--- src/rtl/logic_pkg.sv ---
// Shared opcodes, FSM state encoding and helper functions for the logic op sequencer.
// Parity flag generation is enabled by defining LOGIC_PARITY_FLAG_EN.
package logic_pkg;

  localparam logic [2:0] OP_AND  = 3'd0;
  localparam logic [2:0] OP_OR   = 3'd1;
  localparam logic [2:0] OP_XOR  = 3'd2;
  localparam logic [2:0] OP_NOR  = 3'd3;
  localparam logic [2:0] OP_NAND = 3'd4;
  localparam logic [2:0] OP_XNOR = 3'd5;
  localparam logic [2:0] OP_NOT  = 3'd6;
  localparam logic [2:0] OP_PASS = 3'd7;

  typedef enum logic [1:0] {
    ST_IDLE   = 2'd0,
    ST_LOAD_B = 2'd1,
    ST_EXEC   = 2'd2,
    ST_DONE   = 2'd3
  } state_e;

  // Unary ops take only the A beat.
  function automatic logic is_unary(input logic [2:0] op);
    return (op == OP_NOT) || (op == OP_PASS);
  endfunction

  function automatic logic parity_even(input logic [7:0] v);
    return ~^v;
  endfunction

endpackage

--- src/rtl/and8.sv ---
// 8-bit bitwise AND gate of the logic gate array.
module and8 (
  input  logic [7:0] a,
  input  logic [7:0] b,
  output logic [7:0] y
);
  assign y = a & b;
endmodule

--- src/rtl/logic8_select.sv ---
// Combinational gate array plus result mux; output is a pure function of a, b and op.
module logic8_select
  import logic_pkg::*;
(
  input  logic [7:0] a,
  input  logic [7:0] b,
  input  logic [2:0] op,
  output logic [7:0] y
);

  logic [7:0] and_s, or_s, xor_s, nor_s, nand_s, xnor_s, not_s;

  and8  u_and  (.a(a), .b(b), .y(and_s));
  or8   u_or   (.a(a), .b(b), .y(or_s));
  xor8  u_xor  (.a(a), .b(b), .y(xor_s));
  nor8  u_nor  (.a(a), .b(b), .y(nor_s));
  nand8 u_nand (.a(a), .b(b), .y(nand_s));
  xnor8 u_xnor (.a(a), .b(b), .y(xnor_s));
  not8  u_not  (.a(a), .y(not_s));

  // Select the gate output addressed by op.
  always_comb begin
    y = a;
    case (op)
      OP_AND:  y = and_s;
      OP_OR:   y = or_s;
      OP_XOR:  y = xor_s;
      OP_NOR:  y = nor_s;
      OP_NAND: y = nand_s;
      OP_XNOR: y = xnor_s;
      OP_NOT:  y = not_s;
      OP_PASS: y = a;
      default: y = a;
    endcase
  end

endmodule

--- src/rtl/nand8.sv ---
// 8-bit bitwise NAND gate of the logic gate array.
module nand8 (
  input  logic [7:0] a,
  input  logic [7:0] b,
  output logic [7:0] y
);
  assign y = ~(a & b);
endmodule

--- src/rtl/nor8.sv ---
// 8-bit bitwise NOR gate of the logic gate array.
module nor8 (
  input  logic [7:0] a,
  input  logic [7:0] b,
  output logic [7:0] y
);
  assign y = ~(a | b);
endmodule

--- src/rtl/not8.sv ---
// 8-bit bitwise inverter of the logic gate array.
module not8 (
  input  logic [7:0] a,
  output logic [7:0] y
);
  assign y = ~a;
endmodule

--- src/rtl/or8.sv ---
// 8-bit bitwise OR gate of the logic gate array.
module or8 (
  input  logic [7:0] a,
  input  logic [7:0] b,
  output logic [7:0] y
);
  assign y = a | b;
endmodule

--- src/rtl/xnor8.sv ---
// 8-bit bitwise XNOR gate of the logic gate array.
module xnor8 (
  input  logic [7:0] a,
  input  logic [7:0] b,
  output logic [7:0] y
);
  assign y = ~(a ^ b);
endmodule

--- src/rtl/xor8.sv ---
// 8-bit bitwise XOR gate of the logic gate array.
module xor8 (
  input  logic [7:0] a,
  input  logic [7:0] b,
  output logic [7:0] y
);
  assign y = a ^ b;
endmodule

--- src/rtl/logic_op_sequencer.sv ---
// Collects opcode/operand beats, drives the 8-bit gate array and holds the registered result and flags.
// Define LOGIC_PARITY_FLAG_EN to generate the even-parity flag on out_p (otherwise it is tied to 0).
module logic_op_sequencer
  import logic_pkg::*;
#(
  parameter int WIDTH = 8,
  parameter int OPW   = 3
) (
  input  logic             clk,
  input  logic             rst,
  input  logic             in_valid,
  output logic             in_ready,
  input  logic [OPW-1:0]   in_op,
  input  logic [WIDTH-1:0] in_data,
  output logic             out_valid,
  input  logic             out_ready,
  output logic [WIDTH-1:0] out_data,
  output logic             out_z,
  output logic             out_n,
  output logic             out_p
);

  state_e           state_r;
  logic [WIDTH-1:0] a_r;
  logic [WIDTH-1:0] b_r;
  logic [OPW-1:0]   op_r;
  logic [WIDTH-1:0] out_data_r;
  logic             z_r;
  logic             n_r;
  logic [WIDTH-1:0] result_s;

  logic8_select u_select (
    .a  (a_r),
    .b  (b_r),
    .op (op_r),
    .y  (result_s)
  );

  // Handshake flags decode the state only, so in_ready never depends on out_ready.
  assign in_ready  = ~rst & ((state_r == ST_IDLE) | (state_r == ST_LOAD_B));
  assign out_valid = ~rst & (state_r == ST_DONE);
  assign out_data  = out_data_r;
  assign out_z     = z_r;
  assign out_n     = n_r;

  // Sequencer FSM with operand capture and result/flag registers.
  always_ff @(posedge clk) begin
    if (rst) begin
      state_r    <= ST_IDLE;
      a_r        <= {WIDTH{1'b0}};
      b_r        <= {WIDTH{1'b0}};
      op_r       <= {OPW{1'b0}};
      out_data_r <= {WIDTH{1'b0}};
      z_r        <= 1'b0;
      n_r        <= 1'b0;
    end else begin
      case (state_r)
        ST_IDLE: begin
          if (in_valid) begin
            a_r     <= in_data;
            op_r    <= in_op;
            state_r <= is_unary(in_op) ? ST_EXEC : ST_LOAD_B;
          end
        end
        ST_LOAD_B: begin
          if (in_valid) begin
            b_r     <= in_data;
            state_r <= ST_EXEC;
          end
        end
        ST_EXEC: begin
          out_data_r <= result_s;
          z_r        <= (result_s == {WIDTH{1'b0}});
          n_r        <= result_s[WIDTH-1];
          state_r    <= ST_DONE;
        end
        ST_DONE: begin
          if (out_ready) begin
            state_r <= ST_IDLE;
          end
        end
        default: state_r <= ST_IDLE;
      endcase
    end
  end

`ifdef LOGIC_PARITY_FLAG_EN
  logic p_r;

  // Parity flag tracks the same value loaded into out_data.
  always_ff @(posedge clk) begin
    if (rst) begin
      p_r <= 1'b0;
    end else if (state_r == ST_EXEC) begin
      p_r <= parity_even(result_s);
    end else begin
      p_r <= p_r;
    end
  end

  assign out_p = p_r;
`else
  assign out_p = 1'b0;
`endif

endmodule
--- config.mk ---
export PLATFORM = sky130hd
export DESIGN_NAME = logic_op_sequencer
export DESIGN_NICKNAME = d
export VERILOG_FILES = /design/src/rtl/logic_pkg.sv /design/src/rtl/and8.sv /design/src/rtl/logic8_select.sv /design/src/rtl/nand8.sv /design/src/rtl/nor8.sv /design/src/rtl/not8.sv /design/src/rtl/or8.sv /design/src/rtl/xnor8.sv /design/src/rtl/xor8.sv /design/src/rtl/logic_op_sequencer.sv
export SDC_FILE = /design/constraint.sdc
export NUM_CORES = 1
export LEC_CHECK = 0
export ABC_AREA = 1
export ABC_CLOCK_PERIOD_IN_PS = 3300
export BUFFER_PORTS_ARGS = -buffer_cell sky130_fd_sc_hd__buf_4
export CELL_PAD_IN_SITES_DETAIL_PLACEMENT = 0
export CELL_PAD_IN_SITES_GLOBAL_PLACEMENT = 1
export CORE_UTILIZATION = 44
export DETAILED_ROUTE_END_ITERATION = 10
export PLACE_DENSITY_LB_ADDON = 0.1
export SYNTH_ARGS = -nofsm -noshare
export SYNTH_HDL_FRONTEND = slang
export SYNTH_SLANG_ARGS = --single-unit
export TNS_END_PERCENT = 5
--- constraint.sdc ---
create_clock -name clk -period 3.3 [get_ports clk]
set_input_delay 0.99 -clock clk [delete_from_list [all_inputs] [get_ports clk]]
set_output_delay 0.99 -clock clk [all_outputs]
set_load 0.01 [all_outputs]
# Word level (Yosys, flattened, before mapping)
# Cells that the tools add are included.
# W data, S select, Z words.
[word_totals]
out_inout_bits = 13
inputBits = 15
register_bits = 31
word_cells = 46
[op_classes]
mux = 6
eq_ne = 15
n_reduce_logical = 7
bitwise_logic = 11
[ops]
columns = ["op", "n"]
rows = [
  ["$pmux W8 S8", 1],
  ["$not A8 Y8", 4],
  ["$eq A3 B3 Y1 const B", 6],
  ["$and A8 B8 Y8", 1],
  ["$logic_not A8 Y1", 1],
  ["$mux W2", 4],
  ["$or A8 B8 Y8", 1],
  ["$pmux W2 S4", 1],
  ["$xor A8 B8 Y8", 1],
  ["$eq A3 B2 Y1 const B", 2],
  ["$ne A2 B2 Y1 const B", 3],
  ["$eq A2 B2 Y1 const B", 2],
  ["$reduce_and A2 Y1", 2],
  ["$eq A3 B1 Y1 const B", 1],
  ["$logic_not A3 Y1", 1],
  ["$reduce_and A3 Y1", 1],
  ["$and A1 B1 Y1", 2],
  ["$eq A2 B1 Y1 const B", 1],
  ["$logic_not A2 Y1", 1],
  ["$logic_or A1 B1 Y1", 1],
  ["$not A1 Y1", 1],
  ["$or A1 B1 Y1", 1],
]

# Longest topological paths before layout
# Gate-level depths: netlist (run 1).
[logic_depth]
ltp_word = 5
mapped_depth = 13

# By module
# A second synthesis (run 1) with hierarchy kept.
[unflattened]
hier_cells = 444
area_unflattened_um2 = 2441.1
[by_module_without_submodules]
columns = ["mod", "area_per_inst_um2", "instances", "cells_per_inst"]
rows = [
  ["logic_op_sequencer", 1216.2, 1, 162],
  ["logic8_select", 684.4, 1, 138],
  ["xnor8", 150.1, 1, 40],
  ["xor8", 150.1, 1, 40],
  ["or8", 90.1, 1, 24],
  ["and8", 60.1, 1, 16],
  ["nand8", 30.0, 1, 8],
  ["nor8", 30.0, 1, 8],
  ["not8", 30.0, 1, 8],
]

# Worst setup path before layout (run 1)
# Ideal clock, no wire load.
[synth_path]
path_type = "input port to output port"
startpoint = "input port rst"
endpoint = "output port in_ready"
stages = 1
n_path_buf = 0
t_required_ps = 2310
arrival_time_ps = 1159
setup_slack_ps = 1151
path_cell_list = "nor2_1"
[synth_via]
elab_chain_len = 2
[synth_rtl]
columns = ["item", "line", "text"]
rows = [
  ["from (decl)", "logic_op_sequencer.sv:10", "input logic rst,"],
  ["$not A1 Y1", "logic_op_sequencer.sv:40", "assign in_ready = ~rst & ((state_r == ST_IDLE) | (state_r == ST_LOAD_B));"],
  ["$and A1 B1 Y1", "logic_op_sequencer.sv:40", ""],
  ["to (decl)", "logic_op_sequencer.sv:12", "output logic in_ready,"],
]
# No other way between the ends.

# Worst setup path after layout (run 1)
# Ends and elaborated chain as after synthesis.

==> qor.txt, run 1 <==
====================================================================================
Congestion Overflow GR ................................................            0
Fill cells ............................................................          483
Maximum number of pins on one net before global-route repair ..........           28
Total iterations of the first detailed-routing run ....................            9
Relative area change from synthesis to final layout ...................        14.0%
Run status ............................................................ complete, but fails checks
Register Area .........................................................     601 um^2
Top cells by area in the synthesized netlist .......................... dfxtp_1 (29%), ha_1 (12%), nand2_1 (11%)
Number of cells after detailed placement ..............................          377
R2R setup slack .......................................................      1.23 ns
Final Hold Viols ......................................................            0
Number of gates resized after CTS .....................................            0
Synth Instances .......................................................          314
Yosys top cell area share .............................................        0.286
HPWL after detailed placement .........................................      3430 um
Sink count of the clock tree ..........................................           30
Number of top-level pins ..............................................           28
Area of combinational cells with multiple inputs ......................    1210 um^2
Worst min path class .................................................. flop to flop
Placeable core region .................................................    4470 um^2
TritonCTS clock tree ..................................................          yes
RSZ-0062 raised after global routing ..................................           no
Top flip-flop cell by instance count after synthesis ..................      dfxtp_1
Failing checks ........................................................          DRC
Kind of start point of the critical path ..............................   input port
End of the worst register-to-register path ............................        out_z
Effective utilization at floorplan ....................................        0.469
Detailed-route DRC error count ........................................            2
Y dimension of the die ................................................      71.1 um
Initial antenna violation count .......................................            0
Synthesized flop and latch total ......................................           30
Startpoint-to-endpoint class of the critical path ..................... input port to output port
Detailed Route WL .....................................................      4830 um
Setup-failing EPs final ...............................................            0
Number of flops mapped to enable cells by yosys .......................            0
First-pass GRT wire length ............................................      8400 um
Crit share post-route .................................................        0.708
Number of distinct library cells after synthesis ......................           28
Insertion delay to the later sink of the worst-skew pair ..............      0.28 ns
Largest area contributor in the netlist ...............................      dfxtp_1
Part of the Yosys area used for sequential elements ...................        0.286
Root buf cell .........................................................     clkbuf_8
Aggregate negative setup slack ........................................         0 ns
Leakage power total ...................................................   0.00119 uW
Fraction of registers with async set/reset ............................            0
Arr. time, crit path ..................................................      1.35 ns
Number of rows in the core area .......................................           24
Tot GR Track Use ......................................................        0.211
R2r startpoint ........................................................      op_r[2]
Final min period ......................................................      2.34 ns
Post-layout utilization of the core ...................................        0.534
Vias/cell .............................................................         5.21
Fmax ..................................................................      428 MHz
Final net count .......................................................          367
Buffers on Ports ......................................................           26
Pwr per Cell Area .....................................................  741 nW/um^2
Vias ..................................................................         2001
Final cell count without fillers ......................................          384
Worst hold path depth .................................................            2
Reg clk slew, reported paths ..........................................      0.06 ns
Max-Cap Viols .........................................................            0
Floorplan die width ...................................................      71.1 um
Largest fanout of any net on the critical path ........................            6
Number of warnings issued by yosys ....................................            0
Number of buffers created by CTS ......................................            5
Worst Hold Launch .....................................................        out_z
Weighted congestion at the end of routability-driven global placement .        0.787
Synthesized net count .................................................          349
Share of layout cells above drive strength 1 ..........................        0.133
Final-report max-slew violation count .................................            0
Relative slew slack ...................................................        0.536
Number of cells traversed by the worst register-to-register path ......           10
Maximum resistive drop on vdd .........................................     0.409 mV
Post-CTS Setup Inserts ................................................            0
Hold Buf Count CTS ....................................................            0
Number of nets still failing antenna checks after routing .............            0
Maximum count of clock buffers along a single path ....................            2
Final clock skew ......................................................   0.00354 ns
Worst min-delay path endpoint .........................................        out_z
Transition time of the tightest slew-check pin ........................     0.695 ns
Floorplan die area ....................................................    5050 um^2
Required time at the endpoint of the critical path ....................      2.31 ns
Initial drt markers ...................................................          100
Kind of capture point of the worst setup path .........................  output port
Vias in the first global route ........................................         1872
Average routed wire per standard cell .................................      12.6 um
Dominant cell by count in the synthesized netlist .....................      nand2_1
Syn Area/Cell .........................................................    6.68 um^2
List of most frequent post-synthesis cells ............................ nand2_1 (60), inv_1 (46), dfxtp_1 (30), o21ai_0 (30), nor2_1 (27)
Antenna diode count ...................................................            0
Clock H-tree levels ...................................................            2
Cell area after synthesis .............................................    2100 um^2
====================================================================================
area by class of cell:
cell class	count	share of cell area
Clock buffer	6	0.0345
Clock inverter	1	0.0126
Inverter	48	0.0754
Tap cell	52	0.0272
Multi-Input combinational cell	218	0.508
Sequential cell	30	0.251
Timing Repair Buffer	29	0.0911
power by group:
part           leakage (uW)  total [uW]  internal, uW  switching (uW)
Sequential         0.000247         549           461            88.7
Combinational      0.000889         843           319             523
Clock             0.0000573         379           241             137
Total               0.00119        1770          1020             749
worst max-delay path: stages:
cell	delay [ns]
buf_4	0.13
nor2_1	0.10
buf_4	0.12
flip-flops by register name (all words and copies together), names as in the netlist:
signal    count
op_r          3
out_data      8
a_r           8
state_r       2
out_z         1
b_r           8
layout by cell type, fill, tap and decap left out, types with 2 or more instances in the layout:
master,count
nor2_1,27
nand3_1,13
mux2i_1,2
inv_2,2
a21oi_1,24
or2_2,2
o22ai_1,2
clkbuf_8,6
nand4_1,18
ha_1,20
inv_1,46
dfxtp_1,30
buf_4,29
o21ai_0,30
nand2_1,60
nand3b_1,6
o211ai_1,5
layer usage:
layer / share of wire / track usage / wire, um / vias to the layer above
li1: - / - / - / 1062
met1: 0.48 / 0.278 / 2340 / 898
met2: 0.47 / 0.343 / 2250 / 33
met3: 0.033 / 0.0427 / 160 / 8
met4: 0.017 / 0.0778 / 82 / 0
met5: 0 / 0 / 0 / -
cell families (layout without fill, tap and decap cells):
family                     after synthesis  count (layout)  synth area share
and+or+nand+nor                        132             132             0.289
buffers and inverters                   66              84             0.135
AOI/OAI and AO/OA                       63              63             0.159
DFF                                     30              30             0.286
adders and majority gates               20              20             0.119
muxes                                    2               2           0.00954
other                                    1               1           0.00179
how the worst max path moves through the flow:
stage	start	end	slack (ns)
floorplan	rst	in_ready	1.15
detailed placement	rst	out_valid	0.96
CTS	rst	out_valid	0.96
finish	rst	in_ready	0.96
global route	state_r[0]	in_ready	0.84
global placement	rst	in_ready	0.96
metrics by stage:
| step | power, uW | setup slack [ns] | hold slack (ns) | cell area [um^2] |
|---|---|---|---|---|
| after floorplan | 1180 | 1.15 | 0.451 | 2100 |
| after global placement | 1400 | 0.962 | 0.459 | 2280 |
| after detailed placement | 1400 | 0.963 | 0.457 | 2280 |
| after CTS | 1790 | 0.963 | 0.468 | 2390 |
| after global routing | 1950 | 0.839 | 0.485 | 2390 |
| final | 1770 | 0.965 | 0.470 | 2390 |
No activity file was read; power rests on OpenSTA's default activity.
==> run 2: changes to the inputs <==
--- a/config.mk
+++ b/config.mk
@@ -5,12 +5,12 @@
 export SDC_FILE = /design/constraint.sdc
 export NUM_CORES = 1
 export LEC_CHECK = 0
-export ABC_AREA = 1
-export ABC_CLOCK_PERIOD_IN_PS = 3300
+export ABC_AREA = 0
+export ABC_CLOCK_PERIOD_IN_PS = 2000
 export BUFFER_PORTS_ARGS = -buffer_cell sky130_fd_sc_hd__buf_4
 export CELL_PAD_IN_SITES_DETAIL_PLACEMENT = 0
 export CELL_PAD_IN_SITES_GLOBAL_PLACEMENT = 1
-export CORE_UTILIZATION = 44
+export CORE_UTILIZATION = 38
 export DETAILED_ROUTE_END_ITERATION = 10
 export PLACE_DENSITY_LB_ADDON = 0.1
 export SYNTH_ARGS = -nofsm -noshare
==> constraint.sdc (replaced) <==
create_clock -name clk -period 2 [get_ports clk]
set_input_delay 0.6 -clock clk [delete_from_list [all_inputs] [get_ports clk]]
set_output_delay 0.6 -clock clk [all_outputs]
set_load 0.01 [all_outputs]
==> qor.txt, run 2 <==
====================================================================================
Arr. time, crit path ..................................................      2.11 ns
Startpoint-to-endpoint class of the critical path ..................... flop to flop
Final cell count without fillers ......................................          363
Aggregate negative setup slack ........................................         0 ns
Insertion delay to the later sink of the worst-skew pair ..............      0.28 ns
Number of cells after detailed placement ..............................          355
Fraction of registers with async set/reset ............................            0
RSZ-0062 raised after global routing ..................................           no
Vias in the first global route ........................................         1763
Detailed Route WL .....................................................      4820 um
Dominant cell by count in the synthesized netlist .....................      nand2_1
Relative area change from synthesis to final layout ...................        19.4%
Floorplan die area ....................................................    5780 um^2
TritonCTS clock tree ..................................................          yes
Floorplan die width ...................................................      76.0 um
Sink count of the clock tree ..........................................           30
Root buf cell .........................................................     clkbuf_8
Hold Buf Count CTS ....................................................            0
Maximum count of clock buffers along a single path ....................            2
Weighted congestion at the end of routability-driven global placement .        0.773
Number of warnings issued by yosys ....................................            0
Number of flops mapped to enable cells by yosys .......................            0
Top cells by area in the synthesized netlist .......................... dfxtp_1 (29%), ha_1 (12%), nand2_1 (6.8%)
Synth Instances .......................................................          263
Number of gates resized after CTS .....................................            0
Share of layout cells above drive strength 1 ..........................        0.225
Setup-failing EPs final ...............................................            0
Run status ............................................................ finished, final reports clean
Max-Cap Viols .........................................................            0
Placed cell areas .....................................................    2360 um^2
Fmax ..................................................................      528 MHz
Part of the Yosys area used for sequential elements ...................        0.288
Pwr per Cell Area ..................................................... 1020 nW/um^2
Effective utilization at floorplan ....................................        0.400
Top library cells by usage in the layout, fill and taps aside ......... buf_4 (39), nand2_1 (38), a21oi_1 (28), dfxtp_1 (26), inv_1 (23)
Number of top-level pins ..............................................           28
Final design area excluding fillers ...................................    2490 um^2
Vias/cell .............................................................         5.04
Largest area contributor in the netlist ...............................      dfxtp_1
Detailed-route DRC error count ........................................            0
Number of rows in the core area .......................................           26
Commonest non-fill, non-tap cell in the layout ........................        buf_4
Area of combinational cells with multiple inputs ......................    1280 um^2
Maximum number of pins on one net before global-route repair ..........           32
Fill cells ............................................................          542
Largest fanout of any net on the critical path ........................            5
Initial antenna violation count .......................................            0
List of most frequent post-synthesis cells ............................ nand2_1 (38), dfxtp_1 (30), a21oi_1 (28)
First-pass GRT wire length ............................................      8210 um
Final clock skew ......................................................   0.00445 ns
Synthesized net count .................................................          298
Post-CTS Setup Inserts ................................................            0
Worst min path class .................................................. flop to flop
Final Hold Viols ......................................................            0
Total power after layout ..............................................      2530 uW
Vias ..................................................................         1828
Kind of capture point of the worst setup path .........................         flop
Synthesized flop and latch total ......................................           30
Crit share post-route .................................................        0.947
Y dimension of the die ................................................      76.0 um
Leakage power total ...................................................   0.00103 uW
Yosys top cell area share .............................................        0.288
Top flip-flop cell by instance count after synthesis ..................      dfxtp_1
Placeable core region .................................................    5200 um^2
Buffers on Ports ......................................................           26
Number of distinct library cells after synthesis ......................           43
Final min period ......................................................      1.89 ns
Tot GR Track Use ......................................................        0.181
Final-report max-slew violation count .................................            0
Cell area after synthesis .............................................    2080 um^2
Post-layout utilization of the core ...................................        0.478
Clock H-tree levels ...................................................            2
Antenna diode count ...................................................            0
HPWL after detailed placement .........................................      3530 um
Total iterations of the first detailed-routing run ....................            4
Number of nets still failing antenna checks after routing .............            0
Maximum resistive drop on vdd .........................................     0.438 mV
Final net count .......................................................          327
Syn Area/Cell .........................................................    7.92 um^2
Congestion Overflow GR ................................................            0
Number of buffers created by CTS ......................................            5
Required time at the endpoint of the critical path ....................      2.22 ns
Average routed wire per standard cell .................................      13.3 um
Initial drt markers ...................................................           55
Reg clk slew, reported paths ..........................................      0.07 ns
Register Area .........................................................     606 um^2
Kind of start point of the critical path ..............................         flop
====================================================================================
run 2: cell types whose count changed in the layout (fill, tap and decap cells not counted), moves of 5 or more:
cell	delta
nand2_1	-22
inv_1	-23
nand4_1	-18
nor2b_1	+8
nor3_1	+5
a211oi_1	+5
o21ai_0	-23
buf_4	+10
o211ai_1	-5
nand3b_1	-6
nor2_1	-12
mux2i_1	+9
run 2: cell type report:
cell class,count,area share
multi-input cells,192,0.517
clock buffers,8,0.0443
repair buffers,40,0.126
flip-flops and latches,30,0.243
well taps,70,0.0352
inverters,23,0.0347
run 2: final timing paths:
kind | start | to | slack (ns) | depth (start not counted)
worst max-delay path | a_r[0] | out_z | 0.11 | 7
worst min-delay path | out_data[2] | out_data[2] | 0.47 | 2
worst max register to register | a_r[0] | out_z | 0.11 | 7
worst min register to register | out_data[2] | out_data[2] | 0.47 | 2
run 2: kinds of logic after synthesis:
family / count (synthesis) / synth area share
XOR/XNOR: 6 / 0.0252
multiplexers: 17 / 0.0925
flip-flops: 30 / 0.288
adder cells (fa/ha/maj): 20 / 0.120
AND/OR/NAND/NOR: 90 / 0.201
other: 1 / 0.00180
AO/OA/AOI/OAI: 58 / 0.172
buffers and inverters: 41 / 0.0985
run 2: layer usage:
metal	track usage	part of all wire	wire, um	vias to the layer above
met4	0.0769	0.023	109	0
met2	0.300	0.46	2220	27
met5	0	0	0	-
li1	-	-	-	946
met3	0.0323	0.029	140	8
met1	0.231	0.49	2350	847
run 2: through the flow:
stage	hold slack, ns	setup slack (ns)
after detailed placement	0.463	0.0611
after CTS	0.473	0.0321
final	0.471	0.105
after global placement	0.459	0.103
after global routing	0.500	0.00838
after floorplan	0.453	0.186
run 2: worst max-delay path: stages, from the launching register on:
cell and delay (ns):
dfxtp_1 0.39, inv_1 0.06, ha_1 0.30, a211oi_1 0.23, a21oi_1 0.06, o21a_1 0.20
or4b_4 0.48, o21ai_2 0.11
run 2: power by group:
group	switching [uW]	internal, uW
Combinational	614	525
Clock	233	347
Sequential	97.2	709
Total	945	1580
==> run 3: changes to the inputs <==
--- a/config.mk
+++ b/config.mk
@@ -8,9 +8,10 @@
 export ABC_AREA = 0
 export ABC_CLOCK_PERIOD_IN_PS = 2000
 export BUFFER_PORTS_ARGS = -buffer_cell sky130_fd_sc_hd__buf_4
-export CELL_PAD_IN_SITES_DETAIL_PLACEMENT = 0
-export CELL_PAD_IN_SITES_GLOBAL_PLACEMENT = 1
-export CORE_UTILIZATION = 38
+export CAP_MARGIN = 20
+export CELL_PAD_IN_SITES_DETAIL_PLACEMENT = 2
+export CELL_PAD_IN_SITES_GLOBAL_PLACEMENT = 2
+export CORE_UTILIZATION = 30
 export DETAILED_ROUTE_END_ITERATION = 10
 export PLACE_DENSITY_LB_ADDON = 0.1
 export SYNTH_ARGS = -nofsm -noshare
==> qor.txt, run 3 (same netlist as run 2, synthesis figures left out) <==
====================================================================================
Run status ............................................................ finished, final reports clean
Clock H-tree levels ...................................................            2
Number of cells traversed by the worst register-to-register path ......            7
HPWL after detailed placement .........................................      4660 um
Y dimension of the die ................................................      85.3 um
R2r startpoint ........................................................       a_r[6]
Vias ..................................................................         1897
Tot GR Track Use ......................................................        0.182
Detailed-route DRC error count ........................................            0
Buffers on Ports ......................................................           26
Number of top-level pins ..............................................           28
Worst min path class .................................................. flop to flop
Kind of capture point of the worst setup path .........................         flop
Average routed wire per standard cell .................................      16.4 um
Final-report max-slew violation count .................................            0
Required time at the endpoint of the critical path ....................      2.22 ns
Pwr per Cell Area ..................................................... 1010 nW/um^2
Total power after layout ..............................................      2590 uW
Buffers plus inverters on the worst setup path ........................            1
R2R setup slack .......................................................      0.11 ns
Tightest hold margin ..................................................     0.473 ns
Floorplan die width ...................................................      85.3 um
Number of buffers created by CTS ......................................            5
Transition time of the tightest slew-check pin ........................     0.541 ns
Cell family with the largest share of critical-path delay ............. multiplexers
Final clock skew ......................................................   0.00620 ns
Kind of start point of the critical path ..............................         flop
Post-placement setup slack ............................................    0.0435 ns
Root buf cell .........................................................     clkbuf_8
Fmax ..................................................................      529 MHz
Vias in the first global route ........................................         1972
Initial drt markers ...................................................           67
Final min period ......................................................      1.89 ns
Area of combinational cells with multiple inputs ......................    1330 um^2
Max-Cap Viols .........................................................            0
Detailed Route WL .....................................................      6180 um
Startpoint-to-endpoint class of the critical path ..................... flop to flop
Arr. time, crit path ..................................................      2.11 ns
Worst path depth ......................................................            7
Worst Setup EP ........................................................        out_z
Reg clk slew, reported paths ..........................................      0.07 ns
Total iterations of the first detailed-routing run ....................            4
Final cell count without fillers ......................................          377
Top library cells by usage in the layout, fill and taps aside ......... buf_4 (42), nand2_1 (38), a21oi_1 (28), inv_1 (23), dfxtp_1 (23)
Leakage power total ...................................................   0.00105 uW
Sink count of the clock tree ..........................................           30
Placeable core region .................................................    6760 um^2
Maximum resistive drop on vdd .........................................     0.385 mV
Share of layout cells above drive strength 1 ..........................        0.263
Initial antenna violation count .......................................            0
Relative slew slack ...................................................        0.639
Number of rows in the core area .......................................           30
Maximum single-stage delay on the critical path .......................      0.49 ns
Fill cells ............................................................          782
Relative area change from synthesis to final layout ...................        23.7%
Maximum number of pins on one net before global-route repair ..........           31
Final net count .......................................................          331
Number of nets still failing antenna checks after routing .............            0
Congestion Overflow GR ................................................            0
Slowest cell on the critical path .....................................       mux4_2
Startpoint of the most critical setup path ............................       a_r[6]
Register Area .........................................................     614 um^2
Vias/cell .............................................................         5.03
Insertion delay to the later sink of the worst-skew pair ..............      0.29 ns
Final Hold Viols ......................................................            0
Commonest non-fill, non-tap cell in the layout ........................        buf_4
End of the worst register-to-register path ............................        out_z
Aggregate negative setup slack ........................................         0 ns
Number of cells after detailed placement ..............................          367
Floorplan die area ....................................................    7280 um^2
Maximum count of clock buffers along a single path ....................            2
Ordered cell list for the critical path ............................... inv_1, ha_1, mux2_1, mux4_2, nor2_2, nand3_2, o21ai_2
Antenna diode count ...................................................            0
Setup-failing EPs final ...............................................            0
Crit share post-route .................................................        0.946
Effective utilization at floorplan ....................................        0.308
TritonCTS clock tree ..................................................          yes
First-pass GRT wire length ............................................     10100 um
Largest fanout of any net on the critical path ........................            2
Final setup slack of the worst path ...................................     0.108 ns
Weighted congestion at the end of routability-driven global placement .        0.737
====================================================================================
-- run 3: changes by cell type in the layout (fill, tap and decap cells not counted), sizes merged --
cell / change
buf: +4
clkbuf: -1
clkinv: +1
-- run 3: routing by layer --
metal / routed length, um / part of all wire / global-route usage
met5: 0 / 0 / 0
met4: 85 / 0.014 / 0.0606
met3: 120 / 0.019 / 0.0272
met2: 3050 / 0.49 / 0.312
met1: 2920 / 0.47 / 0.234
-- run 3: cell type report --
cell class,instances,area share
Inverter,23,0.0335
Sequential cell,30,0.238
Clock buffer,7,0.0335
Multi-Input combinational cell,192,0.516
Clock inverter,1,0.00194
Timing Repair Buffer,44,0.138
Tap cell,80,0.0388
-- run 3: worst min path at each step --
stage,start,to,slack (ns),cells after the start
2_1_floorplan,b_r[0],b_r[0],0.45,2
3_3_place_gp,out_data[2],out_data[2],0.46,2
3_5_place_dp,out_data[2],out_data[2],0.47,2
4_1_cts,out_data[2],out_data[2],0.48,2
5_1_grt,b_r[6],b_r[6],0.49,2
6_report,out_data[2],out_data[2],0.47,2
-- run 3: tightest hold or removal path, cell delays in order (launching register included) --
cell and delay, ns:
dfxtp_1 0.31, nand2_1 0.06, a21oi_1 0.05
-- run 3: through the flow --
stage | area, um^2 | utilization
finish | 2580 | 0.381
global route | 2580 | 0.381
CTS | 2500 | 0.369
detailed placement | 2400 | 0.356
global placement | 2400 | 0.356
floorplan | 2080 | -
-- run 3: repair_timing --
action / 4_1_cts / 5_1_grt
setup buffers: 0 / 2
gates resized for setup: 0 / 20
endpoints found under the setup margin: 0 / 2
hold buffers: 0 / 0
-- run 3: report_power, final --
| part | switching (uW) | internal, uW | total [uW] |
|---|---|---|---|
| Sequential | 95.6 | 712 | 807 |
| Clock | 246 | 278 | 523 |
| Combinational | 689 | 575 | 1260 |
